File: src/rtl/sync_fifo_vr_pkg.sv
// rtl/sync_fifo_vr_pkg.sv - default parameters shared by the sync_fifo_vr slice
package sync_fifo_vr_pkg;

  localparam int unsigned DEFAULT_DATA_WIDTH = 32;
  localparam int unsigned DEFAULT_FIFO_DEPTH = 8;

endpackage : sync_fifo_vr_pkg

File: src/rtl/dffl.sv
// rtl/dffl.sv - load-enabled flop without reset, used for storage entries
// Ports: clk_i, en_i (load), d_i, q_o.
module dffl #(
  parameter int unsigned W = 1
) (
  input  logic         clk_i,
  input  logic         en_i,
  input  logic [W-1:0] d_i,
  output logic [W-1:0] q_o
);

  always_ff @(posedge clk_i) begin
    if (en_i) begin
      q_o <= d_i;
    end
  end

endmodule : dffl

File: src/rtl/dfflr.sv
// rtl/dfflr.sv - load-enabled flop with asynchronous active-low reset to zero
// Ports: clk_i, rst_n_i, en_i (load), d_i, q_o.
module dfflr #(
  parameter int unsigned W = 1
) (
  input  logic         clk_i,
  input  logic         rst_n_i,
  input  logic         en_i,
  input  logic [W-1:0] d_i,
  output logic [W-1:0] q_o
);

  always_ff @(posedge clk_i or negedge rst_n_i) begin
    if (!rst_n_i) begin
      q_o <= '0;
    end else if (en_i) begin
      q_o <= d_i;
    end
  end

endmodule : dfflr

File: src/rtl/sync_fifo_vr_fifo_ptr.sv
// rtl/sync_fifo_vr_fifo_ptr.sv - FIFO pointer register with increment and synchronous clear
// Ports: clk_i, rst_n_i (async active-low), clr_i (sync clear, wins over inc_i),
//        inc_i (advance by one, wraps naturally), ptr_o (W bits, MSB is the wrap bit).
module fifo_ptr #(
  parameter int unsigned W = 4
) (
  input  logic         clk_i,
  input  logic         rst_n_i,
  input  logic         clr_i,
  input  logic         inc_i,
  output logic [W-1:0] ptr_o
);

  logic [W-1:0] ptr_nxt;

  assign ptr_nxt = clr_i ? '0 : ptr_o + W'(1);

  dfflr #(.W(W)) u_ptr_q (
    .clk_i   (clk_i),
    .rst_n_i (rst_n_i),
    .en_i    (clr_i | inc_i),
    .d_i     (ptr_nxt),
    .q_o     (ptr_o)
  );

endmodule : fifo_ptr

File: src/rtl/sync_fifo_vr.sv
// rtl/sync_fifo_vr.sv - synchronous valid/ready FIFO, first-word-fall-through
// Optional feature macro: SYNC_FIFO_BYPASS_EN (zero-latency pass-through while empty).
// Ports: clk_i, rst_n_i (async active-low), flush_i (sync clear),
//        push_valid_i/push_ready_o/push_dat_i (producer side),
//        pop_valid_o/pop_ready_i/pop_dat_o (consumer side),
//        count_o (occupancy 0..FIFO_DEPTH), full_o, empty_o.
module sync_fifo_vr
  import sync_fifo_vr_pkg::*;
#(
  parameter int unsigned DATA_WIDTH = DEFAULT_DATA_WIDTH,
  parameter int unsigned FIFO_DEPTH = DEFAULT_FIFO_DEPTH
) (
  input  logic                          clk_i,
  input  logic                          rst_n_i,
  input  logic                          flush_i,
  input  logic                          push_valid_i,
  output logic                          push_ready_o,
  input  logic [DATA_WIDTH-1:0]         push_dat_i,
  output logic                          pop_valid_o,
  input  logic                          pop_ready_i,
  output logic [DATA_WIDTH-1:0]         pop_dat_o,
  output logic [$clog2(FIFO_DEPTH):0]   count_o,
  output logic                          full_o,
  output logic                          empty_o
);

  localparam int unsigned AW = $clog2(FIFO_DEPTH);
  localparam int unsigned PW = AW + 1;

  logic [PW-1:0]         wr_ptr;
  logic [PW-1:0]         rd_ptr;
  logic [AW-1:0]         wr_idx;
  logic [AW-1:0]         rd_idx;
  logic                  empty_s;
  logic                  full_s;
  logic                  wr_en;
  logic                  rd_en;
  logic [DATA_WIDTH-1:0] mem [FIFO_DEPTH];

  assign wr_idx  = wr_ptr[AW-1:0];
  assign rd_idx  = rd_ptr[AW-1:0];

  // Same index with opposite wrap bits means the writer is a full lap ahead.
  assign empty_s = (wr_ptr == rd_ptr);
  assign full_s  = (wr_ptr[AW] != rd_ptr[AW]) && (wr_idx == rd_idx);

  assign full_o       = full_s;
  assign empty_o      = empty_s;
  assign count_o      = wr_ptr - rd_ptr;
  assign push_ready_o = ~full_s;

`ifdef SYNC_FIFO_BYPASS_EN
  // While empty the input is presented straight to the consumer; a word taken
  // in that same cycle never touches storage.
  assign pop_valid_o = empty_s ? push_valid_i : 1'b1;
  assign pop_dat_o   = empty_s ? push_dat_i : mem[rd_idx];
  assign wr_en       = push_valid_i & ~full_s & ~(empty_s & pop_ready_i) & ~flush_i;
`else
  assign pop_valid_o = ~empty_s;
  assign pop_dat_o   = mem[rd_idx];
  assign wr_en       = push_valid_i & ~full_s & ~flush_i;
`endif

  // Only stored words advance the read pointer; flush overrides both sides.
  assign rd_en = pop_ready_i & ~empty_s & ~flush_i;

  fifo_ptr #(.W(PW)) u_wr_ptr (
    .clk_i   (clk_i),
    .rst_n_i (rst_n_i),
    .clr_i   (flush_i),
    .inc_i   (wr_en),
    .ptr_o   (wr_ptr)
  );

  fifo_ptr #(.W(PW)) u_rd_ptr (
    .clk_i   (clk_i),
    .rst_n_i (rst_n_i),
    .clr_i   (flush_i),
    .inc_i   (rd_en),
    .ptr_o   (rd_ptr)
  );

  for (genvar i = 0; i < FIFO_DEPTH; i++) begin : g_mem
    dffl #(.W(DATA_WIDTH)) u_entry (
      .clk_i (clk_i),
      .en_i  (wr_en && (wr_idx == AW'(i))),
      .d_i   (push_dat_i),
      .q_o   (mem[i])
    );
  end

endmodule : sync_fifo_vr
File: config.mk
export PLATFORM = sky130hd
export DESIGN_NAME = sync_fifo_vr
export DESIGN_NICKNAME = d
export VERILOG_FILES = /design/src/rtl/sync_fifo_vr_pkg.sv /design/src/rtl/dffl.sv /design/src/rtl/dfflr.sv /design/src/rtl/sync_fifo_vr_fifo_ptr.sv /design/src/rtl/sync_fifo_vr.sv
export SDC_FILE = /design/constraint.sdc
export NUM_CORES = 1
export LEC_CHECK = 0
export CELL_PAD_IN_SITES_DETAIL_PLACEMENT = 1
export CELL_PAD_IN_SITES_GLOBAL_PLACEMENT = 1
export CORE_MARGIN = 1
export CORE_UTILIZATION = 30
export DETAILED_ROUTE_END_ITERATION = 8
export HOLD_SLACK_MARGIN = 0.06
export PLACE_DENSITY = 0.54
export SYNTH_ARGS = -nofsm -noshare
export SYNTH_HDL_FRONTEND = slang
export SYNTH_SLANG_ARGS = --single-unit
File: constraint.sdc
create_clock -name clk_i -period 5.7 [get_ports clk_i]
set_input_delay 0.855 -clock clk_i [delete_from_list [all_inputs] [get_ports clk_i]]
set_output_delay 0.855 -clock clk_i [all_outputs]
set_load 0.02 [all_outputs]
==> results of run 1 <==
[path summary, 6_finish.rpt]
| check | from | end | cells past startpoint |
|---|---|---|---|
| min in group clk_i | u_rd_ptr.u_ptr_q.q_o[3] | u_rd_ptr.u_ptr_q.q_o[3] | 2 |
| worst min-delay path | rst_n_i | u_rd_ptr.u_ptr_q.q_o[3] | 1 |
| worst min register to register | u_rd_ptr.u_ptr_q.q_o[3] | u_rd_ptr.u_ptr_q.q_o[3] | 2 |
| worst max-delay path | u_rd_ptr.u_ptr_q.q_o[0] | pop_dat_o[14] | 5 |
| max in group asynchronous | rst_n_i | u_rd_ptr.u_ptr_q.q_o[0] | 1 |
| worst max register to register | u_rd_ptr.u_ptr_q.q_o[2] | g_mem[4].u_entry.q_o[10] | 5 |
[registers in the layout, summed over array words and instances, names as in the netlist]
name,cells
u_wr_ptr.u_ptr_q.q_o,4
u_rd_ptr.u_ptr_q.q_o,4
g_mem.u_entry.q_o,256
[metal layers]
layer | vias up | part of all wire | track usage
li1 | 2206 | - | -
met1 | 2660 | 0.45 | 0.184
met2 | 112 | 0.49 | 0.221
met3 | 26 | 0.046 | 0.0188
met4 | 0 | 0.015 | 0.0350
met5 | - | 0 | 0
[logic make-up (layout without fill, tap and decap cells)]
logic type      count (synthesis)  count (layout)  synth area share
mux                            65              65             0.141
xor+xnor                        9               9           0.00766
fa+ha+maj                      11              11            0.0141
buf+inv                        32             151            0.0165
flops                         264             264             0.767
simple gates                  120             120            0.0476
compound gates                 10              10           0.00620
[stage by stage]
stage | cell area, um2 | setup slack [ps] | cells | hold slack, ps | power [uW]
2_1_floorplan | 10300 | 248 | 511 | 559 | 2710
3_3_place_gp | 11600 | 2130 | 1024 | 582 | 2980
3_5_place_dp | 11600 | 2050 | 1024 | 619 | 2990
4_1_cts | 12500 | 1550 | 1078 | 593 | 4760
5_1_grt | 12500 | 1420 | 1078 | 612 | 4880
6_report | 12500 | 1690 | 1078 | 610 | 4690
[layout make-up]
| class | count | area, um2 | area share |
|---|---|---|---|
| clock buffers | 34 | 744 | 0.0595 |
| clock inverters | 20 | 164 | 0.0131 |
| inverters | 10 | 37.5 | 0.00300 |
| multi-input cells | 215 | 2260 | 0.181 |
| flip-flops and latches | 264 | 7900 | 0.631 |
| well taps | 448 | 561 | 0.0448 |
| repair buffers | 87 | 843 | 0.0674 |
[placed cells by master (no fill, tap or decap)]
| cell | n |
|---|---|
| xnor2_1 | 7 |
| mux2i_1 | 1 |
| inv_6 | 1 |
| and3_1 | 1 |
| clkinv_2 | 10 |
| nand3_1 | 1 |
| nand4_1 | 2 |
| clkdlybuf4s50_1 | 76 |
| bufinv_16 | 2 |
| clkbuf_1 | 5 |
| buf_4 | 11 |
| nand2_1 | 99 |
| and3_2 | 3 |
| inv_1 | 9 |
| dfrtp_2 | 1 |
| xor2_1 | 2 |
| a211oi_1 | 1 |
| clkbuf_16 | 29 |
| a21boi_1 | 1 |
| nor3b_2 | 2 |
| edfxtp_1 | 256 |
| mux4_2 | 64 |
| clkinvlp_4 | 3 |
| o211ai_1 | 1 |
| inv_8 | 1 |
| nor2_1 | 9 |
| clkinv_1 | 3 |
| dfrtp_4 | 2 |
| o21ai_0 | 1 |
| o21ai_2 | 1 |
| a21oi_1 | 4 |
| ha_1 | 10 |
| inv_2 | 1 |
| nor4b_2 | 3 |
| a21o_1 | 1 |
| fa_1 | 1 |
| dfrtp_1 | 5 |
[worst max-delay path: cells and delay by family (launching register included)]
family	cells	cell delay, ps
buffers and inverters	2	1060
DFF	1	810
muxes	1	570
and+or+nand+nor	2	170
[report_power, final]
group / total (uW) / internal [uW] / switching [uW]
sequential: 2220 / 2170 / 49.8
clock: 1760 / 1030 / 736
combinational: 713 / 367 / 346
total: 4690 / 3560 / 1130
==> results.sh, run 1 <==
export IMPL_status="complete, no violations"
export IMPL_crit_arrival_ps=3150
export IMPL_first_pass_iters=4
export IMPL_ff2ff_setup_slack_ps=2100
export IMPL_final_nets=655
export IMPL_final_antenna_net_count=0
export IMPL_yosysSeqAreaShare=0.767
export IMPL_fill_cells=3285
export IMPL_ys_types=29
export IMPL_vias_per_cell=4.64
export IMPL_ctsHoldBuffers=0
export IMPL_crit_slowest_cell="dfrtp_4"
export IMPL_port_buffers=76
export IMPL_endpoint_kind="output port"
export IMPL_syn2layout_area_growth_pct=21.6
export IMPL_initial_utilization=0.306
export IMPL_die_w_um=187
export IMPL_path_cells="buf_4 -> mux4_2 -> nand2_1 -> nand2_1 -> clkdlybuf4s50_1"
export IMPL_grt_pass1_wl_mm=35.4
export IMPL_diodes=0
export IMPL_rsz0062_at_grt="false"
export IMPL_clkTransAtPathRegs_ps=60
export IMPL_critical_path_class="register to output port"
export IMPL_synth_ff_type="edfxtp_1"
export IMPL_cts_tree="done"
export IMPL_clock_fmax_mhz=249
export IMPL_tns_ps=0
export IMPL_synth_commonest_cells="edfxtp_1 (256), nand2_1 (99), mux4_2 (64)"
export IMPL_slew_violations=0
export IMPL_ys_ff_latch=264
export IMPL_clk_latency_ps=540
export IMPL_max_cap_viol_count=0
export IMPL_clock_sinks=264
export IMPL_grt_start_max_net_pins=51
export IMPL_postCtsSetupBuffers=0
export IMPL_drc=0
export IMPL_hold_viol_final=0
export IMPL_fin_skew_ps=19.7
export IMPL_hold_path_class="primary input to async pin"
export IMPL_synth_cells=511
export IMPL_max_slew_margin_rel=0.303
export IMPL_grt_ovfl_total=0
export IMPL_async_flop_share=0.0303
export IMPL_tightestPinTransition_ps=1050
export IMPL_yosysTopAreaCell="edfxtp_1"
export IMPL_dpl_hpwl_mm=13.1
export IMPL_worstPathRequired_ps=4850
export IMPL_synth_edf_count=256
export IMPL_crit_path_max_fanout=29
export IMPL_grt_pass1_vias=5696
export IMPL_grt_usage=0.133
export IMPL_syn_avg_cell_area_um2=20.1
export IMPL_ios=77
export IMPL_htreeDepth=1
export IMPL_drtIter0Drc=344
export IMPL_post_route_period_util=0.703
export IMPL_die_area_um2=35000
export IMPL_synth_most_common_cell="edfxtp_1"
export IMPL_coreArea_um2=33600
export IMPL_cpPeakStageDelay_ps=810
export IMPL_ir_worst_vdd_uv=223
export IMPL_wl_per_cell_um=21.3
export IMPL_yosysWarnings=0
export IMPL_cts_buffers=29
export IMPL_num_vias=5004
export IMPL_antenna_found_initial=0
export IMPL_synth_area_top_cells="edfxtp_1 (75%), mux4_2 (14%), nand2_1 (3.6%), dfrtp_1 (1.9%), ha_1 (1.2%)"
export IMPL_max_clock_path_buffers=3
export IMPL_cpMostUsedCell="nand2_1"
export IMPL_cts_repair_resized=0
export IMPL_cts_root_buf="clkbuf_16"
export IMPL_period_needed_ps=4010
export IMPL_utilization=0.372
export IMPL_finalWirelength_mm=23.0
export IMPL_cp_start_kind="register"
export IMPL_syn_nets=559
export IMPL_p_leak_uw=0.00405
export IMPL_power_density_nw_per_um2=375
export IMPL_yosysTopAreaCellShare=0.747
export IMPL_rows=67
export IMPL_setup_viol=0
export IMPL_syn_area_um2=10300
export IMPL_drive_above_1_share=0.213
export IMPL_gp_congestion=0.745
export IMPL_die_h_um=187
No activity file was read; power rests on OpenSTA's default activity.
==> run 2: changes to the inputs <==
Clock period 5.7 ns to 3.5 ns, I/O delays scaled along.
==> results.sh, run 2 (synthesis results as in run 1) <==
export IMPL_tightestPinTransition_ps=674
export IMPL_dpl_hpwl_mm=13.6
export IMPL_regArea_um2=7900
export IMPL_cp_start_kind="register"
export IMPL_wl_per_cell_um=20.7
export IMPL_clock_fmax_mhz=310
export IMPL_clk_latency_ps=540
export IMPL_max_slew_margin_rel=0.550
export IMPL_fill_cells=3272
export IMPL_endpoint_kind="output port"
export IMPL_status="complete, no violations"
export IMPL_drive_above_1_share=0.229
export IMPL_die_w_um=187
export IMPL_grt_start_max_net_pins=34
export IMPL_grt_ovfl_total=0
export IMPL_die_h_um=187
export IMPL_finalWirelength_mm=22.7
export IMPL_crit_arrival_ps=2700
export IMPL_critical_path_class="register to output port"
export IMPL_grt_pass1_wl_mm=35.3
export IMPL_reg_top3="g_mem.u_entry.q_o: 256 flops, u_rd_ptr.u_ptr_q.q_o: 4 flops, u_wr_ptr.u_ptr_q.q_o: 4 flops"
export IMPL_post_route_period_util=0.921
export IMPL_final_antenna_net_count=0
export IMPL_max_cap_viol_count=0
export IMPL_initial_utilization=0.306
export IMPL_hold_viol_final=0
export IMPL_p_leak_uw=0.00416
export IMPL_fin_ws_ps=275
export IMPL_first_pass_iters=4
export IMPL_num_vias=5062
export IMPL_final_cell_mix="edfxtp_1 (256), nand2_1 (99), clkdlybuf4s50_1 (76)"
export IMPL_max_clock_path_buffers=3
export IMPL_power_density_nw_per_um2=592
export IMPL_largest_register="g_mem.u_entry.q_o"
export IMPL_coreArea_um2=33600
export IMPL_hold_path_class="primary input to async pin"
export IMPL_drtIter0Drc=205
export IMPL_dp_slack_ps=660
export IMPL_worstPathRequired_ps=2970
export IMPL_ir_worst_vdd_uv=386
export IMPL_period_needed_ps=3230
export IMPL_fin_skew_ps=10.1
export IMPL_antenna_found_initial=0
export IMPL_cts_buffers=28
export IMPL_ios=77
export IMPL_gp_congestion=0.716
export IMPL_cts_root_buf="clkbuf_16"
export IMPL_mostFrequentLayoutCell="edfxtp_1"
export IMPL_setup_viol=0
export IMPL_htreeDepth=1
export IMPL_multi_input_area_um2=2300
export IMPL_final_nets=673
export IMPL_largest_register_ffs=256
export IMPL_crit_path_max_fanout=29
export IMPL_diodes=0
export IMPL_syn2layout_area_growth_pct=23.5
export IMPL_tns_ps=0
export IMPL_rsz0062_at_grt="false"
export IMPL_drc=0
export IMPL_slew_violations=0
export IMPL_rows=67
export IMPL_die_area_um2=35000
export IMPL_port_buffers=76
export IMPL_ctsHoldBuffers=0
export IMPL_clock_sinks=264
export IMPL_grt_usage=0.134
export IMPL_clkTransAtPathRegs_ps=60
export IMPL_vias_per_cell=4.62
export IMPL_grt_pass1_vias=5683
export IMPL_cts_tree="done"
run 2: changes by cell type in the layout (fill, tap and decap cells not counted), moves of 2 or more:
cell and delta:
nor3b_2 -2, nor3b_4 +2, buf_4 +13, nor4b_4 +3, clkinv_1 +5, buf_12 +6
clkbuf_1 -2, nor4b_2 -3, clkinvlp_4 -2
run 2: per-stage QoR:
step                      hold WS [ps]   util  total power (uW)  cell area, um2  instances
final                              285  0.378              7530           12700       1095
after global routing               299  0.378              7830           12700       1095
after CTS                          268  0.377              7650           12700       1093
after detailed placement           614  0.352              4900           11800       1041
after global placement             586  0.352              4880           11800       1041
after floorplan                    229      -              4410           10300        511
run 2: per-layer routing:
layer  wire, um  track usage  part of all wire  up-vias
li1           -            -                 -     2254
met1      10300        0.177              0.45     2681
met2      11200        0.229              0.49       99
met3        839       0.0210             0.037       28
met4        380       0.0347             0.017        0
met5          0            0                 0        -
run 2: worst paths after layout:
kind                                         start                       end  slack, ps  cells after the start
min                                        rst_n_i   u_rd_ptr.u_ptr_q.q_o[3]        290                      1
max in group asynchronous                  rst_n_i   u_rd_ptr.u_ptr_q.q_o[1]       2890                      1
max reg2reg                u_rd_ptr.u_ptr_q.q_o[1]  g_mem[5].u_entry.q_o[15]        870                      7
min in group clk_i         u_wr_ptr.u_ptr_q.q_o[3]   u_wr_ptr.u_ptr_q.q_o[3]        630                      2
max                        u_rd_ptr.u_ptr_q.q_o[1]              pop_dat_o[3]        270                      5
min reg2reg                u_wr_ptr.u_ptr_q.q_o[3]   u_wr_ptr.u_ptr_q.q_o[3]        630                      2
run 2: cell type report:
| cell class | count | area share |
|---|---|---|
| inverters | 10 | 0.00295 |
| flip-flops and latches | 264 | 0.622 |
| well taps | 448 | 0.0441 |
| clock buffers | 31 | 0.0560 |
| repair buffers | 106 | 0.0835 |
| multi-input cells | 215 | 0.181 |
| clock inverters | 21 | 0.0108 |
run 2: worst max-delay path, cell delays in order, from the launching register on:
cell,delay [ps]
dfrtp_4,580
buf_4,460
mux4_2,370
nand2_1,90
nand2_1,90
clkdlybuf4s50_1,550
run 2: timing repair:
| item | CTS | global route |
|---|---|---|
| resized for setup | 0 | 0 |
| buffers inserted | 0 | 2 |
| endpoints found under the setup margin | 0 | 2 |
run 2: power by group:
| part | internal [uW] | leakage (uW) | switching [uW] |
|---|---|---|---|
| clock network | 1540 | 0.000422 | 1180 |
| logic | 632 | 0.00132 | 607 |
| registers | 3530 | 0.00242 | 41.9 |
==> run 3: changes to the inputs <==
Settings changed: DONT_BUFFER_PORTS from default to 1, PLACE_DENSITY 0.54 to 0.51.
==> results.sh, run 3 (synthesis results as in run 1) <==
export IMPL_status="complete, no violations"
export IMPL_die_w_um=187
export IMPL_fin_skew_ps=10.1
export IMPL_drive_above_1_share=0.233
export IMPL_power_frac_clock=0.399
export IMPL_diodes=0
export IMPL_drtIter0Drc=287
export IMPL_postCtsSetupBuffers=0
export IMPL_antenna_found_initial=0
export IMPL_max_clock_path_buffers=3
export IMPL_die_h_um=187
export IMPL_ff2ff_setup_slack_ps=740
export IMPL_first_pass_iters=7
export IMPL_wl_per_cell_um=22.8
export IMPL_clk_latency_ps=530
export IMPL_combPwrFrac=0.132
export IMPL_grt_start_max_net_pins=69
export IMPL_fin_ws_ps=460
export IMPL_final_cell_mix="edfxtp_1 (256), nand2_1 (99), mux4_2 (64)"
export IMPL_largest_register="g_mem.u_entry.q_o"
export IMPL_syn2layout_area_growth_pct=18.7
export IMPL_dp_slack_ps=747
export IMPL_grt_ovfl_total=0
export IMPL_slew_violations=0
export IMPL_dp_cells=954
export IMPL_finalInstanceArea_um2=12200
export IMPL_dpl_instance_area_um2=11000
export IMPL_utilization=0.363
export IMPL_switching_share=0.238
export IMPL_worstPathRequired_ps=2970
export IMPL_grt_pass1_vias=5590
export IMPL_crit_slowest_cell="buf_4"
export IMPL_vias_per_cell=4.69
export IMPL_clkTransAtPathRegs_ps=60
export IMPL_port_buffers=0
export IMPL_critPathBufInv=1
export IMPL_crit_arrival_ps=2510
export IMPL_num_vias=4837
export IMPL_dpl_hpwl_mm=12.8
export IMPL_p_switching_uw=1800
export IMPL_post_route_period_util=0.869
export IMPL_initial_utilization=0.306
export IMPL_regArea_um2=7900
export IMPL_multi_input_area_um2=2300
export IMPL_rsz0062_at_grt="false"
export IMPL_fill_cells=3275
export IMPL_path_delay_family="buffers and inverters"
export IMPL_cts_buffers=29
export IMPL_hold_viol_final=0
export IMPL_max_slew_margin_rel=0.263
export IMPL_ir_worst_vdd_uv=384
export IMPL_gp_congestion=0.713
export IMPL_rows=67
export IMPL_power_density_nw_per_um2=620
export IMPL_cpPeakStageDelay_ps=810
export IMPL_final_nets=609
export IMPL_final_antenna_net_count=0
export IMPL_crit_path_max_fanout=68
export IMPL_grt_pass1_wl_mm=36.0
export IMPL_p_leak_uw=0.00394
export IMPL_power_frac_seq=0.469
export IMPL_cp_start_kind="register"
export IMPL_p_int_uw=5770
export IMPL_critical_path_class="register to output port"
export IMPL_clock_sinks=264
export IMPL_cts_root_buf="clkbuf_16"
export IMPL_cts_tree="done"
export IMPL_largest_register_ffs=256
export IMPL_ios=77
export IMPL_die_area_um2=35000
export IMPL_tightestPinTransition_ps=1110
export IMPL_clock_fmax_mhz=329
export IMPL_hold_path_class="primary input to register"
export IMPL_finalWirelength_mm=23.5
export IMPL_setup_viol=0
export IMPL_cpMostUsedCell="nand2_1"
export IMPL_htreeDepth=1
export IMPL_fin_cells=1031
export IMPL_period_needed_ps=3040
export IMPL_endpoint_kind="output port"
export IMPL_grt_usage=0.138
export IMPL_mostFrequentLayoutCell="edfxtp_1"
export IMPL_max_cap_viol_count=0
export IMPL_reg_top3="g_mem.u_entry.q_o: 256 flops, u_rd_ptr.u_ptr_q.q_o: 4 flops, u_wr_ptr.u_ptr_q.q_o: 4 flops"
export IMPL_drc=0
export IMPL_coreArea_um2=33600
export IMPL_path_cells="buf_4 -> mux4_2 -> nand2_1 -> nand2_1"
export IMPL_finalPower_uw=7570
## run 3: cell types whose count changed in the layout (fill, tap and decap cells not counted), moves of 2 or more
cell,previous run,this run
buf_12,6,8
clkdlybuf4s50_1,76,0
dlygate4sd3_1,0,24
bufinv_16,1,4
clkinv_1,8,4
clkbuf_1,3,7
clkinv_2,9,4
clkinvlp_4,1,3
buf_4,24,9
## run 3: worst paths after layout
check                                   startpoint  depth (start not counted)                        to
setup reg to reg           u_wr_ptr.u_ptr_q.q_o[2]                          5  g_mem[6].u_entry.q_o[31]
hold / removal                       push_dat_i[3]                          0   g_mem[0].u_entry.q_o[3]
min in group asynchronous                  rst_n_i                          1   u_wr_ptr.u_ptr_q.q_o[3]
max in group asynchronous                  rst_n_i                          1   u_rd_ptr.u_ptr_q.q_o[0]
hold reg to reg            u_rd_ptr.u_ptr_q.q_o[3]                          2   u_rd_ptr.u_ptr_q.q_o[3]
setup / recovery           u_rd_ptr.u_ptr_q.q_o[1]                          4             pop_dat_o[20]
## run 3: layer usage
| metal | share of wire | global-route usage |
|---|---|---|
| met5 | 0 | 0 |
| met4 | 0.015 | 0.0299 |
| met3 | 0.046 | 0.0274 |
| met2 | 0.52 | 0.243 |
| met1 | 0.42 | 0.174 |
## run 3: power groups by stage
stage,sequential [uW],clock (uW),combinational (uW)
5_1_grt,3550,3220,1090
4_1_cts,3550,3110,1030
3_5_place_dp,3620,0,991
2_1_floorplan,3610,0,801
3_3_place_gp,3610,0,984
6_report,3550,3020,1000
## run 3: area by class of cell
cell class / instances / area share
Clock buffer: 36 / 0.0616
Clock inverter: 17 / 0.0162
Inverter: 10 / 0.00307
Multi-Input combinational cell: 215 / 0.188
Sequential cell: 264 / 0.647
Tap cell: 448 / 0.0459
Timing Repair Buffer: 41 / 0.0383
## run 3: metrics by stage
step / setup TNS, ps / hold slack, ps
after global placement: 0 / 230
final: 0 / 88.9
after floorplan: -37340 / 229
after global routing: 0 / 61.2
after CTS: 0 / 60.3
after detailed placement: 0 / 230
## run 3: timing repair
item / CTS / global route
gates resized for setup: 0 / 0
endpoints found under the setup margin: 0 / 0
hold buffers: 21 / 3
endpoints found under the hold margin: 78 / 15
